$ cat src/rtl/bankmem_arbiter.sv
// Two-master arbiter for the single-port BankedMEM data memory, with lock/timeout ownership.
// Define BANKMEM_ARB_RR_EN for round-robin tie breaking in IDLE; otherwise master 0 has fixed priority.
module bankmem_arbiter #(
  parameter int ADDR_W   = 32,
  parameter int DATA_W   = 32,
  parameter int MAX_LOCK = 8
) (
  input  logic              clk,
  input  logic              rst_n,
  input  logic              m0Req,
  input  logic              m0WriteEn,
  input  logic              m0Lock,
  input  logic [ADDR_W-1:0] m0Address,
  input  logic [DATA_W-1:0] m0WriteData,
  input  logic              m1Req,
  input  logic              m1WriteEn,
  input  logic              m1Lock,
  input  logic [ADDR_W-1:0] m1Address,
  input  logic [DATA_W-1:0] m1WriteData,
  output logic              m0Gnt,
  output logic              m1Gnt,
  output logic              m0RValid,
  output logic              m1RValid,
  output logic [DATA_W-1:0] m0RData,
  output logic [DATA_W-1:0] m1RData,
  output logic              memWriteEn,
  output logic [ADDR_W-1:0] memAddress,
  output logic [DATA_W-1:0] memWriteData,
  input  logic [DATA_W-1:0] memReadData
);

  localparam int CNT_W = $clog2(MAX_LOCK) + 1;
  localparam logic [CNT_W-1:0] CNT_MAX = CNT_W'(MAX_LOCK);

  typedef enum logic [1:0] {IDLE, OWN0, OWN1} state_t;

  state_t              state_q, state_d;
  logic                last_gnt_q, last_gnt_d;
  logic [CNT_W-1:0]    lock_cnt_q, lock_cnt_d;
  logic                m0_rvalid_q, m0_rvalid_d;
  logic                m1_rvalid_q, m1_rvalid_d;
  logic [DATA_W-1:0]   m0_rdata_q, m0_rdata_d;
  logic [DATA_W-1:0]   m1_rdata_q, m1_rdata_d;
  logic [CNT_W-1:0]    lock_cnt_inc;

  // State register
  always_ff @(posedge clk or negedge rst_n) begin
    if (!rst_n) begin
      state_q     <= IDLE;
      last_gnt_q  <= 1'b1;
      lock_cnt_q  <= '0;
      m0_rvalid_q <= 1'b0;
      m1_rvalid_q <= 1'b0;
      m0_rdata_q  <= '0;
      m1_rdata_q  <= '0;
    end else begin
      state_q     <= state_d;
      last_gnt_q  <= last_gnt_d;
      lock_cnt_q  <= lock_cnt_d;
      m0_rvalid_q <= m0_rvalid_d;
      m1_rvalid_q <= m1_rvalid_d;
      m0_rdata_q  <= m0_rdata_d;
      m1_rdata_q  <= m1_rdata_d;
    end
  end

  // Output logic: grants are gated by rst_n so nothing reaches the memory during reset
  always_comb begin
    m0Gnt        = 1'b0;
    m1Gnt        = 1'b0;
    memWriteEn   = 1'b0;
    memAddress   = '0;
    memWriteData = '0;
    if (rst_n) begin
      case (state_q)
        IDLE: begin
          if (m0Req && m1Req) begin
`ifdef BANKMEM_ARB_RR_EN
            m0Gnt = last_gnt_q;
            m1Gnt = !last_gnt_q;
`else
            m0Gnt = 1'b1;
`endif
          end else begin
            m0Gnt = m0Req;
            m1Gnt = m1Req;
          end
        end
        OWN0:    m0Gnt = m0Req;
        OWN1:    m1Gnt = m1Req;
        default: ;
      endcase
    end
    if (m0Gnt) begin
      memWriteEn   = m0WriteEn;
      memAddress   = m0Address;
      memWriteData = m0WriteData;
    end else if (m1Gnt) begin
      memWriteEn   = m1WriteEn;
      memAddress   = m1Address;
      memWriteData = m1WriteData;
    end
  end

  assign lock_cnt_inc = lock_cnt_q + CNT_W'(1);

  // Next-state logic
  always_comb begin
    state_d     = state_q;
    last_gnt_d  = last_gnt_q;
    lock_cnt_d  = lock_cnt_q;
    m0_rvalid_d = 1'b0;
    m1_rvalid_d = 1'b0;
    m0_rdata_d  = m0_rdata_q;
    m1_rdata_d  = m1_rdata_q;

    if (m0Gnt) begin
      last_gnt_d = 1'b0;
      if (!m0WriteEn) begin
        m0_rvalid_d = 1'b1;
        m0_rdata_d  = memReadData;
      end
    end
    if (m1Gnt) begin
      last_gnt_d = 1'b1;
      if (!m1WriteEn) begin
        m1_rvalid_d = 1'b1;
        m1_rdata_d  = memReadData;
      end
    end

    case (state_q)
      IDLE: begin
        lock_cnt_d = '0;
        if (m0Gnt && m0Lock) begin
          state_d    = OWN0;
          lock_cnt_d = CNT_W'(1);
        end else if (m1Gnt && m1Lock) begin
          state_d    = OWN1;
          lock_cnt_d = CNT_W'(1);
        end
      end
      OWN0: begin
        lock_cnt_d = lock_cnt_inc;
        if ((m0Gnt && !m0Lock) || (!m0Req && !m0Lock)) begin
          state_d    = IDLE;
          lock_cnt_d = '0;
        end else if (lock_cnt_inc == CNT_MAX) begin
          state_d    = IDLE;
          lock_cnt_d = '0;
          last_gnt_d = 1'b0;
        end
      end
      OWN1: begin
        lock_cnt_d = lock_cnt_inc;
        if ((m1Gnt && !m1Lock) || (!m1Req && !m1Lock)) begin
          state_d    = IDLE;
          lock_cnt_d = '0;
        end else if (lock_cnt_inc == CNT_MAX) begin
          state_d    = IDLE;
          lock_cnt_d = '0;
          last_gnt_d = 1'b1;
        end
      end
      default: begin
        state_d    = IDLE;
        lock_cnt_d = '0;
      end
    endcase
  end

  assign m0RValid = m0_rvalid_q;
  assign m1RValid = m1_rvalid_q;
  assign m0RData  = m0_rdata_q;
  assign m1RData  = m1_rdata_q;

endmodule

$ cat config.mk
export PLATFORM = sky130hd
export DESIGN_NAME = bankmem_arbiter
export DESIGN_NICKNAME = d
export VERILOG_FILES = /design/src/rtl/bankmem_arbiter.sv
export SDC_FILE = /design/constraint.sdc
export NUM_CORES = 1
export LEC_CHECK = 0
export CAP_MARGIN = 20
export CORE_AREA = 2 2 117 119
export CTS_CLUSTER_DIAMETER = 50
export DETAILED_ROUTE_END_ITERATION = 8
export DIE_AREA = 0 0 119 121
export PLACE_DENSITY = 0.75
export SYNTH_ARGS = -nofsm -noshare
export SYNTH_HDL_FRONTEND = slang
export SYNTH_SLANG_ARGS = --single-unit
$ cat constraint.sdc
create_clock -name clk -period 4.2 [get_ports clk]
set_input_delay 1.05 -clock clk [delete_from_list [all_inputs] [get_ports clk]]
set_output_delay 1.05 -clock clk [all_outputs]
set_load 0.02 [all_outputs]
After elaboration in Yosys (flattened, before gate mapping):

Index checks and enable logic that the tools add are counted.

* memory bits (read-only): 0
* bits in writable memories: 0
* bits of input ports: 168
* output and inout bits: 133
* register bits: 72
* memories kept: 0
* bits in latches: 0
* logic and storage cells: 57

* bitwise gates (word level): 2
* equal/unequal tests: 4
* reduce and logical (&&, ||, !) cells: 16
* div/mod/pow operators: 0
* order comparisons: 0
* multiplexer cells: 28
* $add $sub $neg: 1
* shift operators: 0
* multiply operators: 0

Operators with widths (number)
* $mux W32: 4
* $mux W1: 12
* $mux W4: 3
* $pmux W4 S3: 1
* $mux W2: 5
* $logic_and A1 B1 Y1: 7
* $pmux W2 S3: 1
* $add A4 B1 Y4 const B: 1
* $eq A4 B4 Y1 const B: 1
* $logic_not A1 Y1: 4
* $pmux W1 S2: 2
* $reduce_and A2 Y1: 2
* $ne A3 B3 Y1 const B: 1
* $eq A2 B1 Y1 const B: 1
* $eq A2 B2 Y1 const B: 1
* $logic_not A2 Y1: 1
* $logic_or A1 B1 Y1: 2
* $not A1 Y1: 2

Longest topological paths before layout:

Gate-level depths: netlist of the first run.

* depth after elaboration: 8
* mapped depth: 7
* gate-level depth less buffers: 4

Least setup slack after synthesis of the first run:

OpenSTA, ideal clock, no wires.

* kind: input-to-output
* start point: input port m1Req
* end point: output port memAddress[22]
* required time: 3150 ps
* path buffers: 2
* stages on the path: 5
* setup slack: 987 ps
* arrival time: 2163 ps
* cells stage by stage: nor2b_1 -> and3_4 -> buf_6 -> clkbuf_1 -> a22o_1

* word-level cells in the longest chain between the ends: 6
* elaborated cells between the ends (all ways): 9
* classes of those cells: 8 x mux; 1 x reduce/logical

Ends and longest elaborated chain
* start: declaration: RTL line 15 `input logic m1Req,`
* $logic_and A1 B1 Y1: RTL line 77 `if (m0Req && m1Req) begin`
* $mux W1: RTL line 77
* $pmux W1 S2 *: RTL line 75 `case (state_q)`
* $mux W1 *: RTL line 74 `if (rst_n) begin`
* net m1Gnt: RTL line 21 `output logic m1Gnt,`
* $mux W32 *: RTL line 98 `end else if (m1Gnt) begin`
* $mux W32 *: RTL line 94 `if (m0Gnt) begin`
* end: declaration: RTL line 27 `output logic [ADDR_W-1:0] memAddress,`

Mark *: on every way through the listed nets, which the timed path passes. The rest lies on a longest branch.

Worst setup path in the final report of the first run:

* start point: input port m0Req
* end point: output port memAddress[14]

* word-level cells in the longest chain between the ends: 6
* elaborated cells between the ends (all ways): 9
* classes of those cells: 8 x mux; 1 x reduce/logical

Ends and longest elaborated chain
* start: declaration: RTL line 10 `input logic m0Req,`
* $logic_and A1 B1 Y1: RTL line 77
* $mux W1: RTL line 77
* $pmux W1 S2: RTL line 75
* $mux W1: RTL line 74
* $mux W32: RTL line 98
* $mux W32 *: RTL line 94

Mark *: on every way between the ends. The rest lies on a longest branch, timed or not.

==> results of run 1 <==
==> sequential cells by signal, summed over array words and instances, names as in the netlist <==
register and count:
lock_cnt_q 4, m1RData 32, m1RValid 1, m0RData 32, state_q 2, m0RValid 1
==> power breakdown <==
part	total [W]	internal [W]	leakage [nW]	switching, W
Clock	0.000743	0.000459	0.141	0.000284
Combinational	0.00123	0.000701	1.85	0.000528
Sequential	0.000960	0.000862	0.872	0.0000983
==> per-stage QoR <==
stage           util  power, W  cells  cell area, sq um
5_1_grt        0.540   0.00307    737              7070
3_3_place_gp   0.517   0.00218    719              6760
6_report       0.540   0.00293    737              7070
4_1_cts        0.540   0.00297    735              7060
2_1_floorplan      -   0.00151    258              3570
3_5_place_dp   0.517   0.00220    719              6760
==> layout make-up <==
| class | instances | area (sq um) | area share |
|---|---|---|---|
| Antenna cell | 2 | 5.00 | 0.000708 |
| Timing Repair Buffer | 307 | 3090 | 0.437 |
| Sequential cell | 72 | 1800 | 0.255 |
| Clock buffer | 9 | 225 | 0.0319 |
| Multi-Input combinational cell | 163 | 1650 | 0.233 |
| Inverter | 1 | 3.75 | 0.000531 |
| Clock inverter | 7 | 72.6 | 0.0103 |
| Tap cell | 176 | 220 | 0.0312 |
==> path summary, 6_finish.rpt <==
path | startpoint | end | slack (ns) | depth (start not counted)
min in group asynchronous | rst_n | m0RData[2]$_DFFE_PN0P_ | 1.02 | 2
max in group asynchronous | rst_n | lock_cnt_q[2]$_DFF_PN0_ | 2.57 | 2
min reg2reg | m0RData[17]$_DFFE_PN0P_ | m0RData[17]$_DFFE_PN0P_ | 0.51 | 1
max | m0Req | memAddress[14] | 0.13 | 6
max reg2reg | state_q[0]$_DFFE_PN0P_ | m1RData[14]$_DFFE_PN0P_ | 1.95 | 6
min | m0RData[17]$_DFFE_PN0P_ | m0RData[17]$_DFFE_PN0P_ | 0.51 | 1
==> cells in the mapped netlist <==
cell | instances | area, sq um
o2bb2ai_1 | 1 | 8.76
buf_2 | 9 | 45.0
a22o_1 | 65 | 569
mux2_2 | 35 | 394
inv_1 | 1 | 3.75
nor2b_1 | 6 | 37.5
and3_4 | 1 | 11.3
a31oi_1 | 1 | 6.26
o21a_1 | 1 | 7.51
nand4b_1 | 1 | 8.76
o22ai_1 | 2 | 12.5
and2b_1 | 1 | 7.51
a21oi_1 | 2 | 10.0
or3_1 | 1 | 6.26
dfrtp_1 | 72 | 1800
a21boi_0 | 1 | 7.51
clkbuf_1 | 4 | 15.0
mux2_4 | 29 | 435
nand2b_4 | 1 | 13.8
xnor2_1 | 2 | 17.5
nor2_1 | 1 | 3.75
and2_1 | 1 | 6.26
buf_6 | 5 | 56.3
nor2b_4 | 1 | 13.8
ha_1 | 1 | 12.5
nand2_1 | 5 | 18.8
and3_1 | 1 | 6.26
buf_1 | 4 | 15.0
nor3_2 | 1 | 10.0
o21ai_0 | 2 | 10.0
==> metal layers <==
metal | wire [um] | vias up
li1 | - | 1577
met1 | 5640 | 1686
met2 | 7800 | 173
met3 | 1500 | 12
met4 | 205 | 2
met5 | 13 | -
==> logic make-up after synthesis <==
| kind of cell | Yosys count |
|---|---|
| compound gates | 75 |
| buf+inv | 23 |
| mux | 64 |
| fa+ha+maj | 1 |
| flops | 72 |
| simple gates | 21 |
| xor+xnor | 2 |
==> worst max-delay path, delay by kind of cell <==
kind | cells | cell delay, ns
buffers and inverters | 3 | 1.47
AND/OR/NAND/NOR | 2 | 0.20
AO/OA/AOI/OAI | 1 | 0.24
==> summary.md, run 1 <==
| Metric | Value |
|---|---|
| H-Tree Depth | `3` |
| Worst Tran Pin Value | `between 0.9 and 1 ns` |
| CTS buffer count | `9` |
| Setup violations, final | `0` |
| Run status | `complete, no violations` |
| Worst Hold Class | `reg2reg` |
| Post-Syn Nets | `approximately 430` |
| GR Util met3 | `0.0898` |
| Mapped Avg Cell Area | `13.8 sq um` |
| Worst-path fanout max | `66` |
| Initial Util | `0.273` |
| CTS tree | `done` |
| Post-CTS Setup Inserts | `0` |
| Fin. Hold Viols | `0` |
| CP max stage delay | `0.64 ns` |
| GPL Wtd Cong | `just under 0.9` |
| Clk_lat worst skew | `approximately 0.32 ns` |
| Post-synthesis mux area share | `0.232` |
| Leak | `about 2.9 nW` |
| Area delta synth->final | `97.8%` |
| Port Buf Inserts | `300` |
| Crit Path Class | `in2out` |
| Unrepaired setup endpoints after global routing | `false` |
| Fmax | `between 200 and 250 MHz` |
| Grt met1 use | `0.228` |
| Flops & latches, synth | `72` |
| Met2 Use GR | `0.361` |
| Setup ws final | `about 0.13 ns` |
| Worst setup EP type | `output pin` |
| Vias per std cell | `around 4.7` |
| Commonest non-fill, non-tap cell in the layout | `clkdlybuf4s50_1` |
| Arr. time, crit path | `a little over 3 ns` |
| Max IR drop VDD | `0.000319 V` |
| Synth Area in Compound Gates | `0.177` |
| Most frequent CP cell | `clkdlybuf4s50_1` |
| Tmin final | `about 4.1 ns` |
| Nets | `723` |
| DRC | `0` |
| Critical path's slowest cell | `clkdlybuf4s50_1` |
| Ports | `around 300` |
| Register area share after synthesis | `0.504` |
| Largest family of logic cells by synthesized area | `multiplexers` |
| Vias in the first global route | `just under 4000` |
| Core box area | `between 10000 and 15000 sq um` |
| Largest net degree at the start of global routing | `73` |
| Via count | `~3500` |
| DIE HEIGHT | `~120 um` |
| CTS clock-pin slew for the worst setup and hold paths | `about 0.06 ns` |
| Power Dens Cells | `415 nW/um^2` |
| GRT busiest layer | `met2` |
| Share of cells above drive strength 1 | `0.166` |
| Critical path launch point type | `input pin` |
| CTS sink cnt | `72` |
| Cells after Synth | `258` |
| Drt total wl | `15.2 mm` |
| Final Hold Slack | `around 0.51 ns` |
| Max-Cap Viols | `0` |
| Fillers | `between 1000 and 1500` |
| Slew Limit Fails | `0` |
| Post-Synthesis Cell Area | `between 3000 and 4000 sq um` |
| Pre-CTS WS | `between 0.1 and 0.15 ns` |
| Max_slew headroom | `0.391` |
| Die area | `approximately 14000 sq um` |
| CTS resizes | `0` |
| Worst endpoint required time | `between 3 and 4 ns` |
| Synth Area in Simple Gates | `0.0403` |
| Clock Path Buffers | `2` |
| DP HPWL | `around 12 mm` |
| Warnings from Yosys | `0` |
| 1st-iter DRT viols | `179` |
| Fin Setup TNS | `0 ns` |
| Initial antenna violation count | `3` |
| Root Driver | `clkbuf_16` |
| Synth Area in Adders | `0.00350` |
| Antenna-violating nets left | `0` |
| Cell Chain, Critical Path | `clkdlybuf4s50_1 -> nand2b_4 -> nor2_4 -> buf_12 -> a22o_1 -> clkdlybuf4s50_1` |
| # rows | `42` |
| Global Route Usage Sum | `0.206` |
| Clock skew | `about 0.0066 ns` |
| Xor/xnor share of the synthesized area | `0.00490` |
| Wire per inst | `around 21 um` |
| Total grt overflow | `0` |
| Cts hold-fix bufs | `0` |
| Synth cell types | `30` |
| First-pass DRT Iterations | `6` |
| Die W | `approximately 120 um` |
| First-pass GRT wire length | `approximately 23 mm` |
| Final worst-path cycle share | `0.969` |
| Most frequent cells in the layout | `clkdlybuf4s50_1 (299), dfrtp_1 (72), a22o_1 (65)` |
No activity file was read; power rests on OpenSTA's default activity.
==> inputs of run 2 (changes only) <==
Settings changed: GPL_ROUTABILITY_DRIVEN from default to 0, REMOVE_ABC_BUFFERS from default to 1, SETUP_SLACK_MARGIN from default to 0.02.
==> summary.md, run 2 (synthesis gave the netlist of run 1 again) <==
| Metric | Value |
|---|---|
| Nets | `between 700 and 800` |
| Area delta synth->final | `99.3%` |
| Clock Path Buffers | `2` |
| CTS tree | `done` |
| Die W | `approximately 120 um` |
| Run status | `complete, no violations` |
| Setup violations, final | `0` |
| Share of power burned in registers | `0.322` |
| CP max stage delay | `between 0.6 and 0.7 ns` |
| Max_slew headroom | `0.409` |
| Worst setup EP type | `output pin` |
| Max-Cap Viols | `0` |
| Vias in the first global route | `3721` |
| Worst endpoint required time | `about 3.2 ns` |
| Initial antenna violation count | `2` |
| Share of cells above drive strength 1 | `0.170` |
| Commonest non-fill, non-tap cell in the layout | `clkdlybuf4s50_1` |
| Psw | `between 0.0008 and 0.0009 W` |
| CTS clock-pin slew for the worst setup and hold paths | `0.05 ns` |
| Final worst-path cycle share | `0.964` |
| DP Area | `around 6800 sq um` |
| Core box area | `~13000 sq um` |
| Critical path launch point type | `input pin` |
| Comb pwr share | `0.414` |
| First-pass GRT wire length | `22.4 mm` |
| Initial Util | `0.273` |
| Ports | `301` |
| First-pass DRT Iterations | `4` |
| Drt total wl | `about 15 mm` |
| Root Driver | `clkbuf_16` |
| Pint | `~0.0021 W` |
| Tmin final | `between 4 and 5 ns` |
| Largest net degree at the start of global routing | `between 70 and 80` |
| Fin. Hold Viols | `0` |
| Arr. time, crit path | `3.00 ns` |
| Fmax | `about 250 MHz` |
| Crit Path Class | `in2out` |
| WP buf/inv | `3` |
| Unrepaired setup endpoints after global routing | `false` |
| Leak | `~2.9 nW` |
| Final cell count without fillers | `738` |
| Most frequent cells in the layout | `clkdlybuf4s50_1 (295), dfrtp_1 (72), a22o_1 (65)` |
| Clk_lat worst skew | `approximately 0.32 ns` |
| Total grt overflow | `0` |
| Fillers | `1082` |
| DP HPWL | `between 10 and 15 mm` |
| Most frequent CP cell | `clkdlybuf4s50_1` |
| Critical path's slowest cell | `clkdlybuf4s50_1` |
| Power Dens Cells | `between 400 and 500 nW/um^2` |
| CTS buffer count | `9` |
| Worst Tran Pin Value | `0.887 ns` |
| 1st-iter DRT viols | `about 130` |
| Worst-path fanout max | `31` |
| CTS sink cnt | `between 70 and 80` |
| Port Buf Inserts | `300` |
| Antenna-violating nets left | `0` |
| Cts hold-fix bufs | `0` |
| Final instance area | `slightly above 7000 sq um` |
| CP top delay family | `buffers and inverters` |
| Post-placement cell count | `about 720` |
| # rows | `42` |
| DRC | `0` |
| Slew Limit Fails | `0` |
| DIE HEIGHT | `between 100 and 150 um` |
| Worst Hold Class | `reg2reg` |
| Vias per std cell | `between 4 and 5` |
| Power share of the clock group | `0.264` |
| Switching Share | `0.301` |
| Max IR drop VDD | `0.000268 V` |
| H-Tree Depth | `3` |
| Die area | `around 14000 sq um` |
| Via count | `roughly 3500` |
| Global Route Usage Sum | `0.206` |
| Fin Setup TNS | `0 ns` |
| Wire per inst | `approximately 21 um` |
| Post-CTS Setup Inserts | `0` |
| Clock skew | `about 0.011 ns` |
| Cell Chain, Critical Path | `clkdlybuf4s50_1 -> nand2b_4 -> nor2_4 -> buf_6 -> a22o_1 -> clkdlybuf4s50_1` |
[run 2: final timing paths]
path	startpoint	to	slack, ns	depth (start not counted)
worst max-delay path	m0Req	memAddress[13]	0.15	6
worst min-delay path	m0RData[2]$_DFFE_PN0P_	m0RData[2]$_DFFE_PN0P_	0.50	1
worst max register to register	state_q[1]$_DFFE_PN0P_	m1RData[15]$_DFFE_PN0P_	2.00	6
worst min register to register	m0RData[2]$_DFFE_PN0P_	m0RData[2]$_DFFE_PN0P_	0.50	1
max in group asynchronous	rst_n	m1RData[16]$_DFFE_PN0P_	2.63	2
min in group asynchronous	rst_n	m0RData[10]$_DFFE_PN0P_	1.01	2
[run 2: power by group through the flow]
stage | registers [W] | clock network (W) | logic [W]
floorplan | 0.00116 | 0 | 0.000341
CTS | 0.000964 | 0.000810 | 0.00125
detailed placement | 0.000970 | 0 | 0.00124
finish | 0.000961 | 0.000788 | 0.00124
global placement | 0.000959 | 0 | 0.00123
global route | 0.000983 | 0.000851 | 0.00130
[run 2: worst reg2reg max path, stage by stage, from the launching register on]
cell,delay [ns]
dfrtp_1,0.39
nand2b_4,0.18
and3_4,0.23
buf_12,0.19
nor2b_4,0.16
buf_4,0.49
mux2_2,0.44
[run 2: final cells by class]
| type | count | area, sq um | share of cell area |
|---|---|---|---|
| Clock inverter | 5 | 81.3 | 0.0114 |
| Tap cell | 176 | 220 | 0.0309 |
| Inverter | 1 | 3.75 | 0.000527 |
| Multi-Input combinational cell | 163 | 1650 | 0.232 |
| Antenna cell | 3 | 7.51 | 0.00105 |
| Timing Repair Buffer | 307 | 3120 | 0.439 |
| Sequential cell | 72 | 1800 | 0.253 |
| Clock buffer | 11 | 233 | 0.0327 |
[run 2: what timing repair did]
item | CTS | global route
resized for setup | 0 | 1
endpoints found under the setup margin | 0 | 3
hold endpoints to repair | 0 | 0
[run 2: stage by stage]
| stage | util | hold WS [ns] | power (W) | setup slack [ns] |
|---|---|---|---|---|
| after CTS | 0.543 | 0.508 | 0.00302 | 0.0801 |
| after global routing | 0.544 | 0.516 | 0.00313 | 0.0741 |
| after global placement | 0.519 | 0.491 | 0.00219 | 0.149 |
| final | 0.544 | 0.503 | 0.00299 | 0.151 |
| after floorplan | - | 0.557 | 0.00150 | -0.754 |
| after detailed placement | 0.519 | 0.491 | 0.00221 | 0.0928 |
[run 2: metal layers]
layer | up-vias | global-route usage | share of wire
li1 | 1574 | - | -
met1 | 1724 | 0.234 | 0.38
met2 | 183 | 0.338 | 0.48
met3 | 29 | 0.0926 | 0.11
met4 | 0 | 0.0811 | 0.030
met5 | - | 0 | 0
